===== src/rtl/line_send_sched.sv =====
// Line send scheduler: one trig per enabled camera per row, spaced by TICK cycles, rows wrap at V_ACT.
// Optional WAIT_DONE timeout is built in when LINE_SEND_SCHED_TIMEOUT_EN is defined.
module line_send_sched #(
    parameter int N_CAM   = 2,
    parameter int V_ACT   = 720,
    parameter int TICK    = 125_000,
    parameter int TIMEOUT = 250_000
) (
    input  logic             clk,
    input  logic             rst,
    input  logic             enable,
    input  logic [N_CAM-1:0] cam_mask,
    input  logic             tx_done,
    output logic             trig,
    output logic [15:0]      index,
    output logic [2:0]       cam_id,
    output logic             busy,
    output logic             frame_done,
    output logic             timeout_err
);
    localparam int CNT_MAX = (TICK > TIMEOUT) ? TICK : TIMEOUT;
    localparam int CW      = $clog2(CNT_MAX + 1);

    typedef enum logic [1:0] {IDLE, WAIT_TICK, TRIG, WAIT_DONE} state_t;

    state_t           state_reg;
    logic [CW-1:0]    cnt_reg;
    logic [9:0]       row_reg;
    logic [2:0]       cam_ptr_reg;
    logic [N_CAM-1:0] shadow_reg;

    logic [N_CAM-1:0] eff_mask;
    logic [2:0]       sel;
    logic [2:0]       nxt;
    logic             nxt_found;
    logic             to_hit;
    logic             advance;

    generate
        if (N_CAM < 2 || N_CAM > 8 || V_ACT < 1 || V_ACT > 1024 || TICK < 2) begin : g_bad_param
            $error("line_send_sched: parameter out of range");
        end
    endgenerate

    // An empty shadow (row started with no camera enabled) falls back to the live mask.
    always_comb begin
        eff_mask  = (shadow_reg == '0) ? cam_mask : shadow_reg;
        sel       = '0;
        nxt       = '0;
        nxt_found = 1'b0;
        for (int i = N_CAM - 1; i >= 0; i--) begin
            if (eff_mask[i] && i >= int'(cam_ptr_reg)) begin
                sel = 3'(i);
            end
            if (shadow_reg[i] && i > int'(cam_id)) begin
                nxt       = 3'(i);
                nxt_found = 1'b1;
            end
        end
    end

`ifdef LINE_SEND_SCHED_TIMEOUT_EN
    assign to_hit = (cnt_reg == CW'(TIMEOUT - 1));
`else
    assign to_hit      = 1'b0;
    assign timeout_err = 1'b0;
`endif

    assign advance = (state_reg == WAIT_DONE) && (tx_done || to_hit);

    always_ff @(posedge clk or posedge rst) begin
        if (rst) begin
            state_reg   <= IDLE;
            cnt_reg     <= '0;
            row_reg     <= '0;
            cam_ptr_reg <= '0;
            shadow_reg  <= '0;
            trig        <= 1'b0;
            index       <= '0;
            cam_id      <= '0;
            busy        <= 1'b0;
            frame_done  <= 1'b0;
`ifdef LINE_SEND_SCHED_TIMEOUT_EN
            timeout_err <= 1'b0;
`endif
        end else begin
            trig       <= 1'b0;
            frame_done <= 1'b0;
`ifdef LINE_SEND_SCHED_TIMEOUT_EN
            timeout_err <= 1'b0;
`endif
            case (state_reg)
                IDLE: begin
                    if (enable) begin
                        state_reg  <= WAIT_TICK;
                        cnt_reg    <= '0;
                        shadow_reg <= cam_mask;
                    end
                end
                WAIT_TICK: begin
                    if (!enable) begin
                        state_reg   <= IDLE;
                        cnt_reg     <= '0;
                        row_reg     <= '0;
                        cam_ptr_reg <= '0;
                    end else begin
                        if (shadow_reg == '0) begin
                            shadow_reg <= cam_mask;
                        end
                        if (cnt_reg == CW'(TICK - 1)) begin
                            if (eff_mask != '0) begin
                                state_reg <= TRIG;
                                cnt_reg   <= '0;
                                trig      <= 1'b1;
                                busy      <= 1'b1;
                                cam_id    <= sel;
                                index     <= {3'b000, sel, row_reg};
                            end
                        end else begin
                            cnt_reg <= cnt_reg + 1'b1;
                        end
                    end
                end
                TRIG: begin
                    state_reg <= WAIT_DONE;
                    cnt_reg   <= cnt_reg + 1'b1;
                end
                WAIT_DONE: begin
                    if (advance) begin
                        busy    <= 1'b0;
                        cnt_reg <= '0;
`ifdef LINE_SEND_SCHED_TIMEOUT_EN
                        timeout_err <= !tx_done;
`endif
                        if (nxt_found) begin
                            cam_ptr_reg <= nxt;
                        end else begin
                            cam_ptr_reg <= '0;
                            shadow_reg  <= cam_mask;
                            if (row_reg == 10'(V_ACT - 1)) begin
                                row_reg    <= '0;
                                frame_done <= 1'b1;
                            end else begin
                                row_reg <= row_reg + 1'b1;
                            end
                        end
                        // Disabled mid-line: the line is finished first, then position is dropped.
                        if (enable) begin
                            state_reg <= WAIT_TICK;
                        end else begin
                            state_reg   <= IDLE;
                            row_reg     <= '0;
                            cam_ptr_reg <= '0;
                        end
                    end
`ifdef LINE_SEND_SCHED_TIMEOUT_EN
                    else begin
                        cnt_reg <= cnt_reg + 1'b1;
                    end
`endif
                end
                default: state_reg <= IDLE;
            endcase
        end
    end
endmodule


===== config.mk =====
export PLATFORM = sky130hd
export DESIGN_NAME = line_send_sched
export DESIGN_NICKNAME = d
export VERILOG_FILES = /design/src/rtl/line_send_sched.sv
export SDC_FILE = /design/constraint.sdc
export NUM_CORES = 1
export LEC_CHECK = 0
export ABC_AREA = 1
export BUFFER_PORTS_ARGS = -buffer_cell sky130_fd_sc_hd__buf_2
export CORE_UTILIZATION = 47
export CTS_BUF_LIST = sky130_fd_sc_hd__clkbuf_16
export CTS_CLUSTER_SIZE = 16
export DETAILED_ROUTE_END_ITERATION = 7
export PLACE_DENSITY_LB_ADDON = 0.2
export SYNTH_ARGS = -nofsm -noshare
export SYNTH_HDL_FRONTEND = slang
export SYNTH_SLANG_ARGS = --single-unit

===== constraint.sdc =====
create_clock -name clk -period 2.15 [get_ports clk]
set_input_delay 0.43 -clock clk [delete_from_list [all_inputs] [get_ports clk]]
set_output_delay 0.43 -clock clk [all_outputs]
set_load 0.05 [all_outputs]

======== Yosys cells after proc, flatten, opt, wreduce, memory -nomap -nowiden ========
Cells that the tools add are included.
cells by class
  $lt $le $gt $ge ......................... 3
  reductions and logical operators ........ 16
  equality and inequality tests ........... 16
  mux-type cells .......................... 47
  add/subtract/negate cells ............... 2
operator list
  cell                   number
  $mux 18                5
  $pmux 18 s4            1
  $mux 10                5
  $mux 2                 10
  $pmux 10 s2            1
  $add 18x1->18 const B  1
  $eq 18x17->1 const B   1
  $mux 1                 17
  $ne 2x2->1 const B     7
  $mux 3                 4
  $reduce_and 4->1       3
  $add 10x1->10 const B  1
  $eq 10x10->1 const B   1
  $reduce_and 5->1       2
  $ne 3x3->1 const B     3
  $pmux 2 s4             1
  $ge 1x3->1 const A     2
  $pmux 2 s3             1
  $pmux 3 s2             1
  $reduce_and 3->1       2
  $eq 2x2->1 const B     2
  $logic_and 1x1->1      4
  $logic_not 2->1        2
  $ne 4x4->1 const B     1
  other kinds (5)        6
storage, ports and cells
  register bits after elaboration ......... 54
  input bits .............................. 6
  logic and storage cells ................. 94

======== Depth between registers and ports, before layout ========
Gate-level depths: netlist of the first run.
  word-level depth ........................ 7
  gate-level depth with buffers ........... 12
  gate-level depth less buffers ........... 12

======== Least setup slack after synthesis of the first run ========
No wires, ideal clock.
  path kind ............................... register to register
  from .................................... reg (tool-made name)
  to ...................................... reg cnt_reg[10]
  arrival ................................. 1.490 ns
  path slack .............................. 0.542 ns
  stages on the path, launching flop included .. 11
  clock period less this slack ............ 1.608 ns
  cells stage by stage .................... dfrtp_1 inv_1 ha_1 nand2_1 nor2_4 nand2_4 nand2_4 inv_2 buf_6 nand3_1 nand2_1
RTL lines
  item                  RTL line  text
  end signal, assigned  120       cnt_reg <= cnt_reg + 1'b1;
  end signal, assigned  126       cnt_reg <= cnt_reg + 1'b1;
  end, declared         27        logic [CW-1:0] cnt_reg;

==> flow_summary.toml, run 1 <==
[placed_design]
io_buffers = 20
pre_cts_ws_ns = 0.176
place.gp.congestion = 0.870
place_hpwl_um = 4800
placed_area_mm2 = 0.00314

[detailed_routing]
ant_nets = 0
num_vias = 2615
dr.pass1.iters = 5
initialDrtViolationCount = 163
wl_per_cell_um = 12.5
viasPerCell = 5.11
wirelength_um = 6380
drc_errors = 0

[synthesis]
yosysWarnings = 0
ys_types = 29
synthesis.area_mm2 = 0.00305
post_synth.cell_area_avg_um2 = 7.31
ys_seq_area_share_pct = 38.6
ys_ff_latch = 47
syn_inst = 417

[timing]
fin_tns_setup_ns = 0
setup_viol = 0
drv_slew = 0
finalHoldViolations = 0
skew_ns = 0.00824
fmax_ghz = 0.510
worstMarginPinSlew_ns = 0.704
fin_crit_sh_pct = 91.1
period_needed_ns = 1.96
maxSlewHeadroom_pct = 53.0
rsz0062_at_grt = "false"
worst_slack_ns = 0.191

[cts]
cts_tree = "yes"
hold_buffers = 0
cts_buffers = 5
cts_setup_buffers = 0
cts-root-buf = "clkbuf_16"
clk_latency_ns = 0.29
cts_sinks = 47
clockBufferDepth = 2
htree_levels = 2
clkTransAtPathRegs_ns = 0.07

[power_and_ir_drop]
pwr_density_cell_mw_per_mm2 = 888
vdd_drop_max_uv = 550
p_sw_share_pct = 42.2
p_comb_share_pct = 37.8
p_leak_nw = 1.67
power.total_mw = 2.92
p_sw_mw = 1.23
power.clock.fraction_pct = 26.8
p_int_mw = 1.69
seq_power_share_pct = 35.4

[final_layout]
finalInstanceArea_mm2 = 0.00329
largest_register_ff_count = 18
antenna-diode-count = 0
final_core_utilization_pct = 54.0
drive_gt1_share_pct = 17.4
nets = 450
n_fill_cell = 590
area_growth_pct = 8.01

[global_routing]
first_global_vias = 2435
grt_max_degree = 35
grt_overflow = 0
gr-usage-all-layers_pct = 21.6
antenna_found_initial = 0
grt_pass1_wl_um = 11100

[floorplanning]
coreArea_mm2 = 0.00610
die_area_mm2 = 0.00681
rows = 28
io_pins = 29
start_util_pct = 50.0
fp.dieH_um = 82.5
die_x_um = 82.5

[critical_path]
critPathKind = "flip-flop to flip-flop"
worstSetupEndpointType = "flip-flop"
worstPathArrival_ns = 2.18
regToRegSetupSlack_ns = 0.19
worstPathRequired_ns = 2.37
start_kind = "flip-flop"
cp_max_fo = 12

[run]
maxCapViolations = 0

[min_path]
min_path_type = "input pin to async pin"

[run_status]
status = "complete, no violations"
worst max-delay path, cell delays in order (launching register included):
cell and delay (ns):
dfrtp_1 0.43, inv_1 0.14, ha_2 0.27, nand2_1 0.16
nor2_4 0.17, nand2_4 0.12, nand2_4 0.15, inv_2 0.15
nand2_2 0.14, inv_2 0.06, nor2_1 0.10
power groups by stage:
stage	Combinational, mW	Sequential [mW]	Clock, mW
6_report	1.11	1.04	0.782
5_1_grt	1.25	1.05	0.834
4_1_cts	1.10	1.03	0.808
3_5_place_dp	1.09	1.05	0
3_3_place_gp	1.07	1.05	0
2_1_floorplan	0.918	1.07	0
layout by cell type (no fill, tap or decap), types with 6 or more instances in the layout:
cell type  count
o21ai_2       10
o21ai_0       16
nor2_1        43
nand2_1      119
nand4_1       15
nand3_1       36
ha_1           7
buf_2         20
inv_2         10
conb_1         8
inv_1         48
nand2_2        6
dfrtp_1       47
metrics by stage:
step	hold slack, ns	instances
floorplan	0.455	424
global placement	0.452	504
detailed placement	0.463	504
CTS	0.280	512
global route	0.322	512
finish	0.245	512
metal layers:
metal / global-route usage (%) / wire, um / vias up
met5: 0 / 0 / -
met4: 6.38 / 83 / 0
met2: 34.9 / 2820 / 72
li1: - / - / 1343
met1: 28.9 / 3110 / 1191
met3: 4.84 / 355 / 9
logic make-up after synthesis:
kind of cell / after synthesis / share of synthesized area, %
XOR/XNOR: 3 / 0.863
AO/OA/AOI/OAI: 41 / 9.20
other: 1 / 0.123
adder cells (fa/ha/maj): 8 / 3.29
flip-flops: 47 / 38.6
AND/OR/NAND/NOR: 240 / 35.6
buffers and inverters: 77 / 12.3
worst paths after layout:
path / to / depth (start not counted) / start
worst max-delay path: cnt_reg[3] / 10 / flip-flop
worst min-delay path: shadow_reg[0] / 2 / rst
worst max register to register: cnt_reg[3] / 10 / flip-flop
worst min register to register: busy / 2 / busy
max in group asynchronous: index[1] / 3 / rst
min in group clk: frame_done / 3 / tx_done
cells in the mapped netlist (all sizes together):
library cell  instances  area [um2]
o211ai                1        7.51
a211oi                1        7.51
a21oi                 7        57.6
nor4                  3        18.8
o21a                  1        7.51
nor2                 51         226
nand2               127         507
conb                  1        3.75
o21ai                30         188
nor3                  4        20.0
ha                    8         100
o31ai                 1        12.5
xor2                  3        26.3
buf                  19         156
inv                  58         218
nand3                40         220
dfrtp                47        1180
nand4                15        93.8
layout make-up:
class	count	area (um2)	share of cell area (%)
repair buffers	24	130	3.95
well taps	75	93.8	2.85
clock buffers	5	125	3.80
inverters	58	218	6.62
clock inverters	3	22.5	0.684
multi-input cells	300	1530	46.3
flip-flops and latches	47	1180	35.7
repair_timing:
action | 4_1_cts | 5_1_grt
endpoints found under the setup margin | 0 | 8
endpoints found under the hold margin | 0 | 0
gates resized for setup | 0 | 1
Note: power is estimated with default switching activity, not from simulation.
==> inputs of run 2 (changes only) <==
- PLACE_DENSITY_LB_ADDON: 0.2 -> 0.05
- SLEW_MARGIN: default -> 20
- clock period: 2.15 -> 1.9 ns (I/O delays scaled with it)
==> run 2 against run 1 <==
Cell count increased by 0.78%. Wire length increased by 4.5%. Power increased by 20%. Global-route usage increased by 0.053 points. Critical endpoint is now row_reg[8].
==> flow_summary.toml, run 2 (synthesis gave the netlist of run 1 again) <==
[run_status]
status = "complete, no violations"

[cts]
htree_levels = 2
cts_setup_buffers = 0
cts-root-buf = "clkbuf_16"
clockBufferDepth = 2
cts_buffers = 5
cts_sinks = 47
clkTransAtPathRegs_ns = 0.07
cts_tree = "yes"
clk_latency_ns = 0.29

[placed_design]
placed_area_mm2 = 0.00320
place.gp.congestion = 0.906
io_buffers = 20
place_hpwl_um = 5160
pre_cts_ws_ns = 0.0885
dp.cells = 508

[final_layout]
final_cell_mix = "nand2_1, dfrtp_1, inv_1"
nets = 454
drive_gt1_share_pct = 19.0
n_fill_cell = 593
final_core_utilization_pct = 55.4
antenna-diode-count = 0
finalInstanceArea_mm2 = 0.00338
largest_register_ff_count = 18
stdcell_count = 516
final_common_cell = "nand2_1"
area_growth_pct = 10.9

[critical_path]
start_kind = "flip-flop"
regToRegSetupSlack_ns = 0.12
crit_path_cell_trace = "inv_1 -> ha_1 -> o21a_1 -> nand3_2 -> inv_4 -> nand2_1 -> nor2_1 -> nand2_1 -> nand2_1 -> nor2_1"
cp_common_cell = "nand2_1"
critPathKind = "flip-flop to flip-flop"
critPathTopFamily = "simple AND/OR/NAND/NOR gates"
crit_slowest_cell = "dfrtp_1"
cp_slowest_stage_delay_ns = 0.43
worstPathRequired_ns = 2.08
worstSetupEndpointType = "flip-flop"
reg2regPathDepth = 10
worstPathArrival_ns = 1.96
crit_buf_inv = 2
cp_max_fo = 14
worstReg2RegEnd = "row_reg[8]"

[detailed_routing]
wl_per_cell_um = 12.9
drc_errors = 0
dr_wl_met3_um = 256
wirelength_um = 6660
wl_met2_um = 2830
initialDrtViolationCount = 188
ant_nets = 0
num_vias = 2631
dr.pass1.iters = 4
top_layer = "met4"
viasPerCell = 5.10
met1_length_um = 3520

[global_routing]
grt_overflow = 0
grt_pass1_wl_um = 11100
first_global_vias = 2375
grt_max_degree = 32
gr-usage-all-layers_pct = 21.6
antenna_found_initial = 0

[floorplanning]
coreArea_mm2 = 0.00610
die_area_mm2 = 0.00681
io_pins = 29
die_x_um = 82.5
start_util_pct = 50.0
rows = 28
fp.dieH_um = 82.5

[timing]
skew_ns = 0.00812
fin_crit_sh_pct = 93.4
fmax_ghz = 0.563
drv_slew = 0
rsz0062_at_grt = "true"
setup_viol = 0
worst_slack_ns = 0.125
finalHoldViolations = 0
period_needed_ns = 1.78

[power_and_ir_drop]
pwr_density_cell_mw_per_mm2 = 1040
power.clock.fraction_pct = 28.6
p_sw_share_pct = 40.0
vdd_drop_max_uv = 660
p_int_mw = 2.10
p_sw_mw = 1.40
p_comb_share_pct = 38.0
seq_power_share_pct = 33.4
p_leak_nw = 1.70

[run]
maxCapViolations = 0

[min_path]
min_path_type = "input pin to async pin"
run 2: layout make-up:
cell class	instances	area, um2	area share [%]
Multi-Input combinational cell	300	1530	45.4
Sequential cell	47	1180	34.8
Inverter	58	220	6.52
Timing Repair Buffer	28	185	5.48
Clock buffer	5	125	3.70
Tap cell	75	93.8	2.78
Clock inverter	3	43.8	1.30
run 2: power groups by stage:
stage | clock network [mW] | logic, mW | registers (mW)
after floorplan | 0 | 1.04 | 1.21
after global placement | 0 | 1.30 | 1.18
after detailed placement | 0 | 1.30 | 1.19
after CTS | 1.02 | 1.31 | 1.17
after global routing | 1.05 | 1.49 | 1.18
final | 0.999 | 1.33 | 1.17
run 2: worst max path at each step:
stage                  end  slack, ns  depth (start not counted)          from
6_report        row_reg[8]       0.12                         10     flip-flop
5_1_grt         cnt_reg[6]     -0.007                         10     flip-flop
4_1_cts         row_reg[8]       0.08                         10     flip-flop
3_5_place_dp    row_reg[8]       0.09                         10     flip-flop
3_3_place_gp   cnt_reg[16]       0.15                         10  state_reg[0]
2_1_floorplan  cnt_reg[10]       0.29                         10     flip-flop
run 2: stage by stage:
| step | hold slack, ns | setup TNS (ns) | total power, mW |
|---|---|---|---|
| 4_1_cts | 0.0797 | 0 | 3.50 |
| 3_3_place_gp | 0.386 | 0 | 2.48 |
| 3_5_place_dp | 0.385 | 0 | 2.48 |
| 6_report | 0.0676 | 0 | 3.50 |
| 2_1_floorplan | 0.455 | 0 | 2.25 |
| 5_1_grt | 0.104 | -0.00706 | 3.72 |
run 2: metal layers:
metal / GRT usage [%] / vias to the layer above
met2: 33.0 / 59
met5: 0 / -
met4: 5.69 / 0
li1: - / 1359
met3: 3.63 / 5
met1: 31.6 / 1208
run 2: timing repair:
| item | 4_1_cts | 5_1_grt |
|---|---|---|
| gates resized for setup | 0 | 6 |
| hold buffers | 0 | 0 |
| endpoints found under the setup margin | 0 | 13 |
==> inputs of run 3 (changes only) <==
- ABC_AREA: 1 -> default
- MAX_ROUTING_LAYER: default -> met4
- SETUP_SLACK_MARGIN: default -> 0.3
==> run 3 against run 2 <==
The flow now finishes with violations (negative setup slack). Sequential cell count is the same. Sequential share of layout area is 6.7 points lower. Die area down 14%. Maximum frequency is 9.6% lower. Combinational power rose by 5%. Power up 0.40%. Cell count is 15% lower. Non-clock buffer count grew 73. Area after synthesis shrank 14%. Clock skew fell by 0.0033 ns. Global-route usage increased by 2.7 points. Critical path type unchanged. Critical endpoint is now index[6]. Largest power group unchanged. Highest routed layer unchanged.
==> flow_summary.toml, run 3 <==
[timing]
setup_viol = 18
finalHoldViolations = 0
worstMarginPinSlew_ns = 0.496
fmax_ghz = 0.509
period_needed_ns = 1.96
fin_tns_setup_ns = -0.800
rsz0062_at_grt = "true"
skew_ns = 0.00482
worst_slack_ns = -0.0642
maxSlewHeadroom_pct = 66.8
fin_crit_sh_pct = 103
drv_slew = 0

[floorplanning]
fp.dieH_um = 76.7
rows = 26
die_area_mm2 = 0.00588
die_x_um = 76.7
io_pins = 29
start_util_pct = 50.1
coreArea_mm2 = 0.00524

[synthesis]
synthTopCellsByArea = "dfrtp_1, nand2_1, mux2_1"
yosysWarnings = 0
syn_inst = 270
ys_ff_latch = 47
async_reset_ff_share_pct = 100
ys_types = 53
synth_top_area_share_pct = 44.8
synth_most_common_cell = "dfrtp_1"
yosys.area.top_type = "dfrtp_1"
ys_seq_area_share_pct = 44.8
ys.flop_type = "dfrtp_1"
synthesis.area_mm2 = 0.00262
synth_common_cells = "dfrtp_1, nand2_1, nor2_1, o21ai_0, nand3_1"
synth_edf_count = 0
post_synth.cell_area_avg_um2 = 9.71

[detailed_routing]
initialDrtViolationCount = 134
viasPerCell = 5.67
wl_per_cell_um = 17.3
wirelength_um = 7630
drc_errors = 0
num_vias = 2494
ant_nets = 0
dr.pass1.iters = 4

[final_layout]
area_growth_pct = 60.0
drive_gt1_share_pct = 53.5
stdcell_count = 440
finalInstanceArea_mm2 = 0.00420
antenna-diode-count = 0
final_common_cell = "buf_4"
n_fill_cell = 315
nets = 383
largest_register_ff_count = 18
final_cell_mix = "buf_4, dfrtp_1, nand2_1"

[placed_design]
dp.cells = 398
io_buffers = 20
pre_cts_ws_ns = -0.133
placed_area_mm2 = 0.00323
place.gp.congestion = 0.851
place_hpwl_um = 4320

[cts]
clkTransAtPathRegs_ns = 0.07
cts-root-buf = "clkbuf_16"
clockBufferDepth = 2
htree_levels = 2
cts_buffers = 5
cts_sinks = 47
cts_tree = "yes"
clk_latency_ns = 0.29

[global_routing]
antenna_found_initial = 0
grt_pass1_wl_um = 10900
use_met3_pct = 3.93
gr-usage-all-layers_pct = 24.3
grt_max_degree = 48
met1_usage_pct = 33.0
grt_overflow = 0
grt-busiest-layer = "met2"
first_global_vias = 2242
grt_use_met2_pct = 38.2

[critical_path]
critPathKind = "flip-flop to flip-flop"
crit_slowest_cell = "dfrtp_1"
worstPathArrival_ns = 2.13
cp_max_fo = 12
start_kind = "flip-flop"
worstSetupEndpointType = "flip-flop"
worstPathRequired_ns = 2.07
cp_common_cell = "nor4_4"
crit_path_cell_trace = "nor4_4 -> nand4_4 -> nor4_4 -> buf_12 -> mux2_4"
cp_slowest_stage_delay_ns = 0.42

[run_status]
violations = "negative setup slack"
status = "complete, but fails checks"

[power_and_ir_drop]
vdd_drop_max_uv = 543
pwr_density_cell_mw_per_mm2 = 837
p_leak_nw = 1.93

[min_path]
min_path_type = "input pin to async pin"

[run]
maxCapViolations = 0
-- run 3: where the power goes --
group / switching (mW) / internal, mW / total [mW] / leakage (nW)
Clock: 0.393 / 0.621 / 1.01 / 0.0818
Combinational: 0.684 / 0.712 / 1.40 / 1.20
Sequential: 0.0560 / 1.05 / 1.10 / 0.643
Total: 1.13 / 2.38 / 3.51 / 1.93
-- run 3: cell type report --
cell class	count	area [um2]	area share (%)
repair buffers	101	836	19.9
inverters	9	33.8	0.805
well taps	70	87.6	2.09
clock buffers	5	125	2.98
flip-flops and latches	47	1180	28.2
clock inverters	3	42.5	1.01
multi-input cells	205	1890	45.0
-- run 3: routing by layer --
layer / part of all wire, % / up-vias
met5: 0 / -
met4: 1.4 / 0
met3: 3.8 / 11
met2: 52 / 71
met1: 43 / 1250
li1: - / 1162
-- run 3: worst paths after layout --
check | from | to | slack (ns) | cells past startpoint
max | cnt_reg[5] | index[6] | -0.06 | 5
max reg2reg | cnt_reg[5] | index[6] | -0.06 | 5
max in group asynchronous | rst | async pin | 1.54 | 3
min | rst | cnt_reg[3] | 0.11 | 3
min in group clk | cam_mask[0] | shadow_reg[0] | 0.37 | 3
min reg2reg | index[3] | index[3] | 0.51 | 1
-- run 3: cell families after synthesis --
logic type,share of synthesized area (%)
AND/OR/NAND/NOR,20.9
AO/OA/AOI/OAI,16.5
flip-flops,44.8
buffers and inverters,5.58
multiplexers,5.87
adder cells (fa/ha/maj),3.82
XOR/XNOR,2.34
other,0.143
-- run 3: timing repair --
item	in CTS	in global routing
cloned	0	1
hold buffers	0	0
resized for setup	47	73
buffers inserted	13	20
endpoints found under the setup margin	45	45
pin swaps	21	31
-- run 3: critical path: cells and delay by family (launching register included) --
kind          cells  cell delay, ns
simple gates      3            0.89
flops             1            0.42
mux               1            0.31
buf+inv           1            0.21
-- run 3: through the flow --
| step | hold slack, ns | total power [mW] | utilization [%] |
|---|---|---|---|
| floorplan | 0.453 | 1.63 | - |
| global placement | 0.434 | 1.89 | 61.8 |
| detailed placement | 0.440 | 1.89 | 61.8 |
| CTS | 0.128 | 3.08 | 70.8 |
| global route | 0.147 | 3.65 | 80.1 |
| finish | 0.112 | 3.51 | 80.1 |
